File: src/rtl/seq_det_pkg.sv
// Shared constants and helpers for the programmable serial pattern detector.
package seq_det_pkg;

  localparam int unsigned DEF_MAX_LEN   = 32'd8;
  localparam logic [7:0]  DEF_RST_PAT   = 8'b0000_1010;
  localparam int unsigned DEF_RST_LEN   = 32'd4;
  localparam logic        DEF_RST_OVLAP = 1'b1;
  localparam int unsigned MASK_W        = 32'd64;

  function automatic int len_w(input int unsigned max_len);
    return $clog2(max_len + 32'd1);
  endfunction

  // Mask with the low `len` bits set; callers truncate to their pattern width.
  function automatic logic [MASK_W-1:0] len_mask(input int unsigned len);
    logic [MASK_W-1:0] m;
    m = '0;
    for (int unsigned i = 0; i < MASK_W; i++) begin
      m[i] = (i < len);
    end
    return m;
  endfunction

endpackage

File: src/rtl/seq_det_cmp.sv
// Masked compare of the receive window against the programmed pattern.
module seq_det_cmp
  import seq_det_pkg::*;
#(
  parameter int unsigned MAX_LEN = DEF_MAX_LEN,
  parameter int unsigned LEN_W   = len_w(MAX_LEN)
) (
  input  logic [MAX_LEN-1:0] win,
  input  logic [MAX_LEN-1:0] pat,
  input  logic [LEN_W-1:0]   len,
  output logic               hit
);

  logic [MAX_LEN-1:0] mask_s;

  assign mask_s = MAX_LEN'(len_mask(32'(len)));
  assign hit    = ((win ^ pat) & mask_s) == '0;

endmodule

File: src/rtl/seq_det_prog.sv
// Runtime-programmable serial pattern detector with Mealy match output.
// Optional saturating match counter enabled by defining SEQ_DET_MATCH_CNT_EN.
module seq_det_prog
  import seq_det_pkg::*;
#(
  parameter int unsigned        MAX_LEN   = DEF_MAX_LEN,
  parameter int unsigned        LEN_W     = len_w(MAX_LEN),
  parameter logic [MAX_LEN-1:0] RST_PAT   = MAX_LEN'(DEF_RST_PAT),
  parameter int unsigned        RST_LEN   = DEF_RST_LEN,
  parameter logic               RST_OVLAP = DEF_RST_OVLAP
`ifdef SEQ_DET_MATCH_CNT_EN
  , parameter int unsigned      CNT_W     = 32'd16
`endif
) (
  input  logic               clk,
  input  logic               reset,
  input  logic               en,
  input  logic               d,
  input  logic               cfg_load,
  input  logic [MAX_LEN-1:0] cfg_pattern,
  input  logic [LEN_W-1:0]   cfg_len,
  input  logic               cfg_ovlap,
`ifdef SEQ_DET_MATCH_CNT_EN
  output logic [CNT_W-1:0]   match_cnt,
`endif
  output logic               q,
  output logic               cfg_err
);

  // The oldest history bit never reaches a window, so only MAX_LEN-1 bits are kept.
  logic [MAX_LEN-2:0] hist_q, hist_d;
  logic [LEN_W-1:0]   fill_q, fill_d;
  logic [LEN_W-1:0]   len_q, len_d;
  logic [MAX_LEN-1:0] pat_q, pat_d;
  logic               ovlap_q, ovlap_d;
  logic               cfg_err_q, cfg_err_d;
  logic [MAX_LEN-1:0] win_s;
  logic               hit_s, fill_ok_s, q_s, len_bad_s;

  assign win_s = {hist_q, d};

  seq_det_cmp #(
    .MAX_LEN(MAX_LEN),
    .LEN_W  (LEN_W)
  ) u_cmp (
    .win(win_s),
    .pat(pat_q),
    .len(len_q),
    .hit(hit_s)
  );

  // fill >= len-1, evaluated one bit wider so len=0 cannot wrap.
  assign fill_ok_s = ({1'b0, fill_q} + (LEN_W+1)'(1)) >= {1'b0, len_q};
  assign q_s       = en & ~cfg_load & ~cfg_err_q & ~reset & fill_ok_s & hit_s;
  assign len_bad_s = (cfg_len == '0) | ({1'b0, cfg_len} > (LEN_W+1)'(MAX_LEN));

  assign q       = q_s;
  assign cfg_err = cfg_err_q;

  always_comb begin
    hist_d    = hist_q;
    fill_d    = fill_q;
    len_d     = len_q;
    pat_d     = pat_q;
    ovlap_d   = ovlap_q;
    cfg_err_d = cfg_err_q;
    if (cfg_load) begin
      pat_d     = cfg_pattern;
      len_d     = cfg_len;
      ovlap_d   = cfg_ovlap;
      fill_d    = '0;
      cfg_err_d = len_bad_s;
    end else if (en) begin
      hist_d = win_s[MAX_LEN-2:0];
      if (q_s && !ovlap_q) begin
        fill_d = '0;
      end else if (fill_q == LEN_W'(MAX_LEN)) begin
        fill_d = fill_q;
      end else begin
        fill_d = fill_q + LEN_W'(1);
      end
    end else begin
      hist_d = hist_q;
    end
  end

  always_ff @(posedge clk or posedge reset) begin
    if (reset) begin
      hist_q    <= '0;
      fill_q    <= '0;
      len_q     <= LEN_W'(RST_LEN);
      pat_q     <= RST_PAT;
      ovlap_q   <= RST_OVLAP;
      cfg_err_q <= 1'b0;
    end else begin
      hist_q    <= hist_d;
      fill_q    <= fill_d;
      len_q     <= len_d;
      pat_q     <= pat_d;
      ovlap_q   <= ovlap_d;
      cfg_err_q <= cfg_err_d;
    end
  end

`ifdef SEQ_DET_MATCH_CNT_EN
  logic [CNT_W-1:0] cnt_q, cnt_d;

  always_comb begin
    cnt_d = cnt_q;
    if (cfg_load) begin
      cnt_d = '0;
    end else if (q_s && (cnt_q != '1)) begin
      cnt_d = cnt_q + CNT_W'(1);
    end else begin
      cnt_d = cnt_q;
    end
  end

  always_ff @(posedge clk or posedge reset) begin
    if (reset) begin
      cnt_q <= '0;
    end else begin
      cnt_q <= cnt_d;
    end
  end

  assign match_cnt = cnt_q;
`endif

endmodule

File: config.mk
export PLATFORM = sky130hd
export DESIGN_NAME = seq_det_prog
export DESIGN_NICKNAME = d
export VERILOG_FILES = /design/src/rtl/seq_det_pkg.sv /design/src/rtl/seq_det_cmp.sv /design/src/rtl/seq_det_prog.sv
export SDC_FILE = /design/constraint.sdc
export NUM_CORES = 1
export LEC_CHECK = 0
export BUFFER_PORTS_ARGS = -buffer_cell sky130_fd_sc_hd__buf_4
export CAP_MARGIN = 5
export CORE_MARGIN = 8
export CORE_UTILIZATION = 30
export DETAILED_ROUTE_END_ITERATION = 10
export PLACE_DENSITY = 0.56
export SYNTH_ARGS = -nofsm -noshare
export SYNTH_HDL_FRONTEND = slang
export SYNTH_SLANG_ARGS = --single-unit
File: constraint.sdc
create_clock -name clk -period 2.9 [get_ports clk]
set_input_delay 0.87 -clock clk [delete_from_list [all_inputs] [get_ports clk]]
set_output_delay 0.87 -clock clk [all_outputs]
set_load 0.01 [all_outputs]
Word level (Yosys, flattened, before mapping)
Index checks and enable logic that the tools add are counted.
Word-level totals
  memory bits (writable): 0
  bits of input ports: 18
  bits in latches: 0
  output and inout bits: 2
  logic and storage cells: 42
  bits in read-only memories: 0
  memories: 0
  bits in registers: 25
Cells by class
  muxes and demuxes: 4
  div/mod/pow operators: 0
  shift operators: 0
  $add $sub $neg: 2
  eq/ne operators: 2
  magnitude comparators: 10
  bitwise operators: 11
  reductions and logical operators: 7
  multipliers: 0
Operator list (count)
  3-bit by 4-bit less-than comparator with 1-bit output, first input constant: 4
  4-bit 2-to-1 mux: 4
  8-bit AND: 1
  8-bit logical NOT: 1
  1-bit by 4-bit less-than comparator with 1-bit output, first input constant: 2
  2-bit by 4-bit less-than comparator with 1-bit output, first input constant: 2
  8-bit bitwise XOR: 1
  4-bit by 1-bit adder with 5-bit output, second input constant: 1
  1-bit AND: 5
  5-bit by 4-bit greater-or-equal comparator with 1-bit output: 1
  4-bit by 1-bit adder with 4-bit output, second input constant: 1
  4-bit equality test, second input constant: 1
  4-bit > comparator, second input constant: 1
  4-bit logical NOT: 1
  2-bit AND reduction: 2
  3-bit inequality test, second input constant: 1
  1-bit inverter: 3
  2-bit nonzero test: 1
  1-bit logical AND: 1
  1-bit logical NOT: 1
  1-bit OR: 1

Longest topological paths before layout
Gate-level depths: netlist of run 1.
  depth after elaboration: 10
  mapped depth: 9

Hierarchy
A second synthesis of run 1 with hierarchy kept.
Second synthesis, totals
  cell total of the unflattened synthesis: 128
  area, all modules: 1376.3 µm²
By module, submodules not included
  seq_det_prog: times used 1, cells an instance 104, sequential area each 630.6 µm², area each 1211.2 µm²
  seq_det_cmp: times used 1, cells an instance 24, sequential area each 0.0 µm², area each 165.2 µm²

Least setup slack after synthesis of run 1
OpenSTA, ideal clock, no wires.
  kind: input to output
  from: in cfg_load
  to: out q
  stages on the path: 4
  slack: -0.017 ns
  arrival: 2.047 ns
  path through: or4b_1 -> a21oi_1 -> o21ai_1 -> nor4b_1
Between the ends
  longest elaborated chain between the ends: 6
Ends and longest elaborated chain
  start: declaration: RTL line seq_det_prog.sv:19  | input logic cfg_load,
  1-bit inverter (no line)
  1-bit AND (5 in series): RTL line seq_det_prog.sv:54  | assign q_s = en & ~cfg_load & ~cfg_err_q & ~reset & fill_ok_s & hit_s;
  end: declaration: RTL line seq_det_prog.sv:26  | output logic q,
Every way passes these cells.

Final worst setup path of run 1
Ends and elaborated chain as after synthesis.

==> results.json, run 1 <==
{
  "status": "complete, but fails checks",
  "violations": "negative setup slack",
  "crit_path_start": "cfg_load",
  "ios": 20,
  "utilization_pct": 38.4,
  "rsz0062_at_grt": "yes",
  "swShare_pct": 29.5,
  "drt_wl_total_um": 2840,
  "fin_tns_setup_ns": -0.0386,
  "netlist_area_mm2": 0.00133,
  "syn2layout_area_growth_pct": 24.9,
  "p_leak_uw": 0.000719,
  "initial_core_util_pct": 30.7,
  "syn_nets": 142,
  "multiInputGateArea_um2": 698,
  "synthDistinctLibCells": 30,
  "root_buffer": "clkbuf_8",
  "vdd_ir_drop_max_mv": 0.308,
  "stdcell_count": 193,
  "cp_cell_sequence": "buf_6 > or4b_4 > a21oi_2 > o21ai_2 > nor4b_2 > buf_4",
  "n_antenna_cell": 0,
  "via_per_inst": 4.95,
  "drtIter0Drc": 12,
  "setup_ws_ns": -0.0386,
  "gr-total-overflow": 0,
  "p_per_area_mw_per_mm2": 551,
  "power.share.clock_pct": 22.5,
  "drt-pass1-iter-count": 4,
  "place_hpwl_um": 2180,
  "rr_worst_depth": 8,
  "finClkSkew_ns": 0.00938,
  "core_mm2": 0.00432,
  "place_congestion": 0.757,
  "placedCellCount": 186,
  "slew_violations": 0,
  "cts_buffer_depth": 2,
  "wl_per_cell_um": 14.7,
  "port_buffers": 19,
  "ys_seq_area_share_pct": 47.5,
  "cpPeakStageDelay_ns": 0.51,
  "intPower_uw": 644,
  "fin_crit_ns": 2.94,
  "drv_cap": 0,
  "layout_commonest_cell": "buf_4",
  "hold_start": "hist_q[6]$_DFFE_PP0P_",
  "min_path_cells": 1,
  "synth.avg_cell_area_um2": 11.3,
  "fill_cells": 456,
  "grt_first_pass_wirelength_um": 4880,
  "worst_pin_slew_ns": 0.951,
  "yosysWarnings": 0,
  "hold_path.class": "flip-flop to flip-flop",
  "path_clk_slew_ns": 0.08,
  "relSlewSlack_pct": 36.5,
  "finalSetupViolations": 1,
  "period_share_pct": 101,
  "max_freq_ghz": 0.340,
  "final_cell_mix": "buf_4 (23), dfrtp_1 (20), mux2_2 (17)",
  "crit-reg2reg-launch": "fill_q[0]$_DFFE_PP0P_",
  "num-nets-final": 166,
  "ys_seq_elements": 25,
  "seq_area_um2": 632,
  "drc": 0,
  "grt_antenna_before_repair": 0,
  "arrival_ns": 2.07,
  "ctsHoldBuffers": 0,
  "cts_tree": "yes",
  "required_ns": 2.03,
  "fp.dieH_um": 82.6,
  "grt_pass1_vias": 1056,
  "detail-route-antenna-nets": 0,
  "synthCells": 118,
  "grt_max_degree": 26,
  "insertion_delay_ns": 0.27,
  "vias": 956,
  "drive_gt1_share_pct": 41.8,
  "endpoint_kind": "primary output",
  "cts_max_level": 1,
  "grt_usage_pct": 9.14,
  "combPwrFrac_pct": 26.5,
  "cts_num_sinks": 25,
  "crit_type": "input port to primary output",
  "fp-row-count": 24,
  "cp-start-kind": "input port",
  "finalPower_uw": 914,
  "final_hold_viol_count": 0,
  "cts_buffers": 3,
  "p_switching_uw": 270,
  "cp_max_fo": 2,
  "power_frac_seq_pct": 51.1,
  "die_area_mm2": 0.00681,
  "die_width_um": 82.6,
  "cpMaxStageDelayCell": "or4b_4"
}
sequential cells by signal, summed over array words and instances, names as in the netlist:
| name | cells |
|---|---|
| fill_q | 4 |
| ovlap_q | 1 |
| pat_q | 8 |
| cfg_err | 1 |
| len_q | 4 |
| hist_q | 7 |
layout make-up:
| type | count | area share [%] |
|---|---|---|
| clock buffers | 3 | 2.49 |
| flip-flops and latches | 25 | 38.1 |
| repair buffers | 25 | 11.8 |
| multi-input cells | 81 | 42.1 |
| inverters | 6 | 1.36 |
| well taps | 52 | 3.92 |
| clock inverters | 1 | 0.302 |
worst max-delay path, delay by kind of cell:
kind                   cells  cell delay, ns
AND/OR/NAND/NOR            2            0.74
buffers and inverters      2            0.25
AO/OA/AOI/OAI              2            0.21
power by group through the flow:
stage	logic (uW)	registers, uW	clock network [uW]
after floorplan	170	455	0
after global placement	217	470	0
after detailed placement	225	474	0
after CTS	234	467	213
after global routing	267	477	229
final	242	467	205
final timing paths:
kind | end | slack, ns
setup / recovery | q | -0.04
hold / removal | hist_q[6]$_DFFE_PP0P_ | 0.54
setup reg to reg | fill_q[0]$_DFFE_PP0P_ | 0.84
hold reg to reg | hist_q[6]$_DFFE_PP0P_ | 0.54
max in group asynchronous | fill_q[2]$_DFFE_PP0P_ | 1.46
min in group asynchronous | pat_q[2]$_DFFE_PP0P_ | 0.80
what timing repair did:
action | CTS | global route
resized for setup | 4 | 6
endpoints found under the setup margin | 1 | 1
pin swaps | 2 | 2
setup buffers | 2 | 1
cell families after synthesis:
group | share of synthesized area [%]
muxes | 15.2
buffers and inverters | 3.39
adders and majority gates | 5.65
AOI/OAI and AO/OA | 8.57
xor gates and xnor gates | 8.57
DFF | 47.5
and+or+nand+nor | 11.2
through the flow:
step | hold slack, ns | instance area [um^2] | setup slack (ns)
detailed placement | 0.524 | 1540 | -0.149
floorplan | 0.501 | 1340 | 0.109
global placement | 0.513 | 1540 | -0.175
CTS | 0.544 | 1620 | -0.102
finish | 0.536 | 1660 | -0.0386
global route | 0.556 | 1660 | -0.0945
synth_stat cells:
| master | count | area [um^2] |
|---|---|---|
| o21ai_0 | 4 | 20.0 |
| nor3_1 | 6 | 30.0 |
| nand3_1 | 2 | 10.0 |
| or2_1 | 1 | 6.26 |
| o21ai_1 | 2 | 10.0 |
| nor2b_1 | 1 | 6.26 |
| nor4_1 | 1 | 6.26 |
| nor4_4 | 1 | 21.3 |
| a211o_1 | 1 | 8.76 |
| mux2_2 | 17 | 191 |
| xnor2_1 | 6 | 52.6 |
| a21oi_1 | 6 | 30.0 |
| dfrtp_1 | 21 | 526 |
| or4b_1 | 1 | 10.0 |
| nand2_1 | 6 | 22.5 |
| nand2b_1 | 1 | 6.26 |
| dfstp_2 | 4 | 105 |
| o221ai_1 | 1 | 8.76 |
| a21o_1 | 2 | 15.0 |
| nor4b_1 | 1 | 8.76 |
| mux2i_1 | 1 | 10.0 |
| nor3b_1 | 1 | 7.51 |
| ha_1 | 6 | 75.1 |
| o32ai_1 | 1 | 8.76 |
| inv_1 | 6 | 22.5 |
| a31oi_1 | 2 | 12.5 |
| clkbuf_1 | 6 | 22.5 |
| xor2_1 | 7 | 61.3 |
| nor2_1 | 2 | 7.51 |
| nand4_1 | 1 | 6.26 |
routing by layer:
| layer | GRT usage (%) | wire (um) | vias up |
|---|---|---|---|
| met1 | 10.6 | 1220 | 473 |
| li1 | - | - | 461 |
| met3 | 1.95 | 100 | 4 |
| met4 | 3.10 | 36 | 0 |
| met2 | 16.2 | 1480 | 18 |
| met5 | 0 | 0 | - |
Note: power is estimated with default switching activity, not from simulation.
==> run 2: changes to the inputs <==
--- a/config.mk
+++ b/config.mk
@@ -5,12 +5,13 @@
 export SDC_FILE = /design/constraint.sdc
 export NUM_CORES = 1
 export LEC_CHECK = 0
+export ABC_AREA = 1
 export BUFFER_PORTS_ARGS = -buffer_cell sky130_fd_sc_hd__buf_4
 export CAP_MARGIN = 5
 export CORE_MARGIN = 8
 export CORE_UTILIZATION = 30
 export DETAILED_ROUTE_END_ITERATION = 10
-export PLACE_DENSITY = 0.56
+export PLACE_DENSITY_LB_ADDON = 0.15
 export SYNTH_ARGS = -nofsm -noshare
 export SYNTH_HDL_FRONTEND = slang
 export SYNTH_SLANG_ARGS = --single-unit
==> results.json, run 2 <==
{
  "crit-reg2reg-launch": "fill_q[0]$_DFFE_PP0P_",
  "netlist_area_mm2": 0.00153,
  "worst_pin_slew_ns": 0.388,
  "critical_path.top_delay_family": "adder cells",
  "cts_buffers": 3,
  "ys.flop_type": "dfrtp_1",
  "wl_per_cell_um": 11.6,
  "synth_most_common_cell": "nand2_1",
  "final_cell_mix": "nand2_1 (71), inv_1 (28), buf_4 (22)",
  "vdd_ir_drop_max_mv": 0.186,
  "vias": 1257,
  "status": "finished, final reports clean",
  "synth_top_cell_by_area": "dfrtp_1",
  "met2_usage_pct": 15.5,
  "cp.depth": 8,
  "cts_num_sinks": 25,
  "rr_worst_depth": 12,
  "n_antenna_cell": 0,
  "cp_max_fo": 5,
  "final_hold_viol_count": 0,
  "port_buffers": 19,
  "grt_first_pass_wirelength_um": 6020,
  "stdcell_count": 300,
  "via_per_inst": 4.19,
  "met3_usage_pct": 2.55,
  "yosysWarnings": 0,
  "ctsHoldBuffers": 0,
  "cp-start-kind": "flip-flop",
  "fp.dieH_um": 87.4,
  "drc": 0,
  "cpPeakStageDelay_ns": 0.47,
  "use_met1_pct": 13.4,
  "grt_max_degree": 29,
  "utilization_pct": 36.9,
  "grt_pass1_vias": 1292,
  "crit_type": "flip-flop to primary output",
  "place_hpwl_um": 2610,
  "detail-route-antenna-nets": 0,
  "cts_tree": "yes",
  "finalSetupViolations": 0,
  "synth.top_cell.area_share_pct": 34.4,
  "insertion_delay_ns": 0.28,
  "synth-edff-count": 0,
  "root_buffer": "clkbuf_8",
  "path_clk_slew_ns": 0.11,
  "drt-pass1-iter-count": 5,
  "required_ns": 2.03,
  "hold_path.class": "flip-flop to flip-flop",
  "relSlewSlack_pct": 74.0,
  "gr-total-overflow": 0,
  "async_flop_share_pct": 100,
  "drt_wl_total_um": 3480,
  "ys_top_cells_by_area": "dfrtp_1 (34%), nand2_1 (17%), dfstp_2 (6.9%), inv_1 (6.9%), o21ai_0 (6.9%)",
  "ys_seq_elements": 25,
  "drtIter0Drc": 42,
  "grt_usage_pct": 10.1,
  "place_ws_ns": 0.178,
  "core_mm2": 0.00501,
  "ys_seq_area_share_pct": 41.3,
  "arrival_ns": 1.93,
  "max_freq_ghz": 0.357,
  "fp-row-count": 26,
  "cts_max_level": 1,
  "endpoint": "q",
  "setup_ws_ns": 0.102,
  "cpMaxStageDelayCell": "dfrtp_2",
  "synthCells": 208,
  "ios": 20,
  "initial_core_util_pct": 30.5,
  "die_width_um": 87.4,
  "synthDistinctLibCells": 24,
  "p_per_area_mw_per_mm2": 475,
  "layout_commonest_cell": "nand2_1",
  "top_register": "pat_q",
  "busiest_layer": "met2",
  "synth.avg_cell_area_um2": 7.34,
  "endpoint_kind": "primary output",
  "finClkSkew_ns": 0.00839,
  "drive_gt1_share_pct": 23.9,
  "cts_buffer_depth": 2,
  "place_congestion": 0.746,
  "die_area_mm2": 0.00763,
  "yosys-top-cells-count": "nand2_1 (71), inv_1 (28), dfrtp_1 (21), o21ai_0 (21)",
  "finalPower_uw": 879,
  "num-nets-final": 255,
  "crit_path_start": "fill_q[0]$_DFFE_PP0P_",
  "slew_violations": 0,
  "reg2reg_to": "fill_q[0]$_DFFE_PP0P_",
  "syn2layout_area_growth_pct": 21.1,
  "p_leak_uw": 0.000953,
  "syn_nets": 232,
  "drv_cap": 0,
  "placedCellCount": 295,
  "reg2reg_slack_ns": 0.91,
  "cp_cell_sequence": "ha_2 > xor2_2 > ha_1 > nand2_1 > inv_1 > a21oi_2 > nor4_2 > buf_4",
  "largest_register_ffs": 8,
  "grt_antenna_before_repair": 0,
  "fin_crit_ns": 2.80,
  "cp.buffers_inverters": 2,
  "top_regs": "pat_q (8), hist_q (7)",
  "period_share_pct": 96.5
}
run 2: changes by cell type in the layout (fill, tap and decap cells not counted), sizes merged, moves of 4 or more:
cell	change
a21oi	-4
inv	+27
mux2	-17
nand2	+71
nand3	+13
nor2	+16
nor3	-6
o21ai	+16
xnor2	-6
xor2	-4
run 2: where the power goes:
| part | leakage (uW) | internal (uW) | switching, uW |
|---|---|---|---|
| Clock | 0.0000261 | 101 | 132 |
| Combinational | 0.000622 | 85.7 | 135 |
| Sequential | 0.000305 | 391 | 33.0 |
| Total | 0.000953 | 578 | 301 |
run 2: layout make-up:
type | count | area [um^2]
Clock buffer | 3 | 41.3
Clock inverter | 1 | 8.76
Fill cell | 545 | 3160
Inverter | 32 | 120
Multi-Input combinational cell | 147 | 795
Sequential cell | 25 | 633
Tap cell | 70 | 87.6
Timing Repair Buffer | 22 | 165
run 2: cells by family after synthesis:
kind of cell / synth area share, %
AO/OA/AOI/OAI: 7.86
AND/OR/NAND/NOR: 34.8
adder cells (fa/ha/maj): 4.91
flip-flops: 41.3
buffers and inverters: 9.42
XOR/XNOR: 1.72
run 2: timing repair:
item	4_1_cts	5_1_grt
buffers inserted	0	1
gates resized for setup	1	8
gates cloned	0	0
setup endpoints to repair	1	1
endpoints found under the hold margin	0	0
pin swaps	0	3
run 2: worst min path at each step:
stage,start,endpoint,slack (ns),cells after the start
5_1_grt,pat_q[1]$_DFFE_PP1P_,pat_q[1]$_DFFE_PP1P_,0.53,2
2_1_floorplan,pat_q[5]$_DFFE_PP0P_,pat_q[5]$_DFFE_PP0P_,0.46,2
4_1_cts,pat_q[1]$_DFFE_PP1P_,pat_q[1]$_DFFE_PP1P_,0.51,2
3_3_place_gp,pat_q[1]$_DFFE_PP1P_,pat_q[1]$_DFFE_PP1P_,0.49,2
6_report,pat_q[1]$_DFFE_PP1P_,pat_q[1]$_DFFE_PP1P_,0.50,2
3_5_place_dp,pat_q[1]$_DFFE_PP1P_,pat_q[1]$_DFFE_PP1P_,0.49,2
run 2: worst register-to-register path, stage by stage (launching register included):
cell,delay [ns]
dfrtp_2,0.47
ha_2,0.22
xor2_2,0.16
ha_1,0.28
nand2_1,0.07
inv_1,0.05
a21oi_2,0.21
nor2_1,0.08
nand3_1,0.10
nand2_1,0.07
nor2_1,0.10
nand3_1,0.08
nand2_1,0.06
run 2: through the flow:
step,TNS (ns),area [um^2],hold WS [ns]
global route,-0.0270,1850,0.527
global placement,0,1750,0.486
detailed placement,0,1750,0.492
floorplan,0,1530,0.461
CTS,0,1800,0.510
finish,0,1850,0.504
run 2: layer usage:
layer | share of wire, % | vias to the layer above | routed length, um
met2 | 44 | 23 | 1520
met4 | 1.1 | 0 | 38
li1 | - | 686 | -
met3 | 3.5 | 2 | 123
met1 | 52 | 546 | 1810
met5 | 0 | - | 0
==> run 3: changes to the inputs <==
--- a/config.mk
+++ b/config.mk
@@ -11,7 +11,7 @@
 export CORE_MARGIN = 8
 export CORE_UTILIZATION = 30
 export DETAILED_ROUTE_END_ITERATION = 10
-export PLACE_DENSITY_LB_ADDON = 0.15
+export PLACE_DENSITY = 0.55
 export SYNTH_ARGS = -nofsm -noshare
 export SYNTH_HDL_FRONTEND = slang
 export SYNTH_SLANG_ARGS = --single-unit
==> results.json, run 3 (synthesis gave the netlist of run 2 again) <==
{
  "postPlaceCellArea_mm2": 0.00175,
  "crit_type": "flip-flop to primary output",
  "initial_core_util_pct": 30.5,
  "multiInputGateArea_um2": 781,
  "rsz0062_at_grt": "no",
  "hold_slack_ns": 0.506,
  "die_area_mm2": 0.00763,
  "drt-pass1-iter-count": 4,
  "status": "finished, final reports clean",
  "drive_gt1_share_pct": 23.0,
  "top_register": "pat_q",
  "crit-reg2reg-launch": "fill_q[0]$_DFFE_PP0P_",
  "fp.dieH_um": 87.4,
  "n_antenna_cell": 0,
  "finalSetupViolations": 0,
  "cp-start-kind": "flip-flop",
  "crit_path_start": "fill_q[0]$_DFFE_PP0P_",
  "drt_wl_total_um": 3250,
  "grt_usage_pct": 9.66,
  "core_mm2": 0.00501,
  "p_per_area_mw_per_mm2": 472,
  "drv_cap": 0,
  "vias": 1278,
  "period_share_pct": 94.9,
  "drc": 0,
  "fin_crit_ns": 2.75,
  "worst_pin_slew_ns": 0.371,
  "syn2layout_area_growth_pct": 20.2,
  "cts_num_sinks": 25,
  "gr-total-overflow": 0,
  "final_cell_mix": "nand2_1 (71), inv_1 (28), buf_4 (22)",
  "seq_area_um2": 633,
  "fin_tns_setup_ns": 0,
  "relSlewSlack_pct": 75.2,
  "layout_commonest_cell": "nand2_1",
  "fp-row-count": 26,
  "port_buffers": 19,
  "grt_first_pass_wirelength_um": 5800,
  "hold_start": "pat_q[3]$_DFFE_PP1P_",
  "die_width_um": 87.4,
  "cts_max_level": 1,
  "final_hold_viol_count": 0,
  "insertion_delay_ns": 0.27,
  "top_regs": "pat_q (8), hist_q (7)",
  "path_clk_slew_ns": 0.10,
  "cts_buffer_depth": 2,
  "finClkSkew_ns": 0.000538,
  "max_freq_ghz": 0.364,
  "fill_cells": 563,
  "grt_pass1_vias": 1280,
  "num-nets-final": 255,
  "hold_path.class": "flip-flop to flip-flop",
  "grt_antenna_before_repair": 0,
  "drtIter0Drc": 44,
  "detail-route-antenna-nets": 0,
  "slew_violations": 0,
  "arrival_ns": 1.88,
  "root_buffer": "clkbuf_8",
  "min_path_cells": 2,
  "ios": 20,
  "via_per_inst": 4.26,
  "cts_tree": "yes",
  "place_congestion": 0.801,
  "endpoint_kind": "primary output",
  "design_area_mm2": 0.00184,
  "cts_buffers": 3,
  "rr_worst_depth": 11,
  "grt_max_degree": 29,
  "required_ns": 2.03,
  "cp_max_fo": 5,
  "vdd_ir_drop_max_mv": 0.204,
  "p_leak_uw": 0.000953,
  "wl_per_cell_um": 10.8,
  "place_hpwl_um": 2510,
  "largest_register_ffs": 8
}
==> run 3: what timing repair did <==
| item | 4_1_cts | 5_1_grt |
|---|---|---|
| setup endpoints to repair | 1 | 1 |
| setup buffers | 0 | 1 |
| gates cloned | 0 | 0 |
| gates resized for setup | 1 | 6 |
| hold buffers | 0 | 0 |
==> run 3: worst paths after layout <==
path                                         endpoint  slack [ns]
max in group asynchronous         ovlap_q$_DFFE_PP1P_        1.96
worst max register to register  fill_q[0]$_DFFE_PP0P_        0.98
worst max-delay path                                q        0.15
worst min-delay path             pat_q[3]$_DFFE_PP1P_        0.51
worst min register to register   pat_q[3]$_DFFE_PP1P_        0.51
min in group asynchronous        len_q[0]$_DFFE_PP0P_        0.65
==> run 3: layout make-up <==
class / count / area share [%]
inverter: 32 / 6.54
clock buffer: 3 / 2.25
sequential: 25 / 34.5
multi-input combinational: 147 / 42.5
clock inverter: 1 / 0.477
tap: 70 / 4.77
timing repair buffer: 22 / 8.99
==> run 3: where the power goes <==
group | leakage (uW) | switching (uW) | internal [uW]
clock | 0.0000261 | 126 | 101
sequential | 0.000305 | 32.1 | 391
combinational | 0.000622 | 133 | 83.2
total | 0.000953 | 291 | 575
==> run 3: routing by layer <==
metal	routed length (um)	global-route usage (%)	vias up
li1	-	-	688
met1	1690	12.2	564
met2	1410	15.5	21
met3	88	1.60	5
met4	63	4.69	0
met5	0	0	-
==> run 3: worst max-delay path: stages, from the launching register on <==
cell	delay [ns]
dfrtp_2	0.45
ha_2	0.21
xor2_2	0.16
ha_1	0.28
nand2_1	0.07
inv_1	0.04
a21oi_2	0.20
nor4_2	0.05
buf_4	0.14
==> run 3: per-stage QoR <==
step | util (%) | setup WS, ns | power (uW) | instances
floorplan | - | 0.366 | 576 | 208
global placement | 34.9 | 0.214 | 639 | 295
detailed placement | 34.9 | 0.201 | 641 | 295
CTS | 36.0 | 0.0494 | 876 | 299
global route | 36.7 | 0.0149 | 937 | 300
finish | 36.7 | 0.149 | 866 | 300
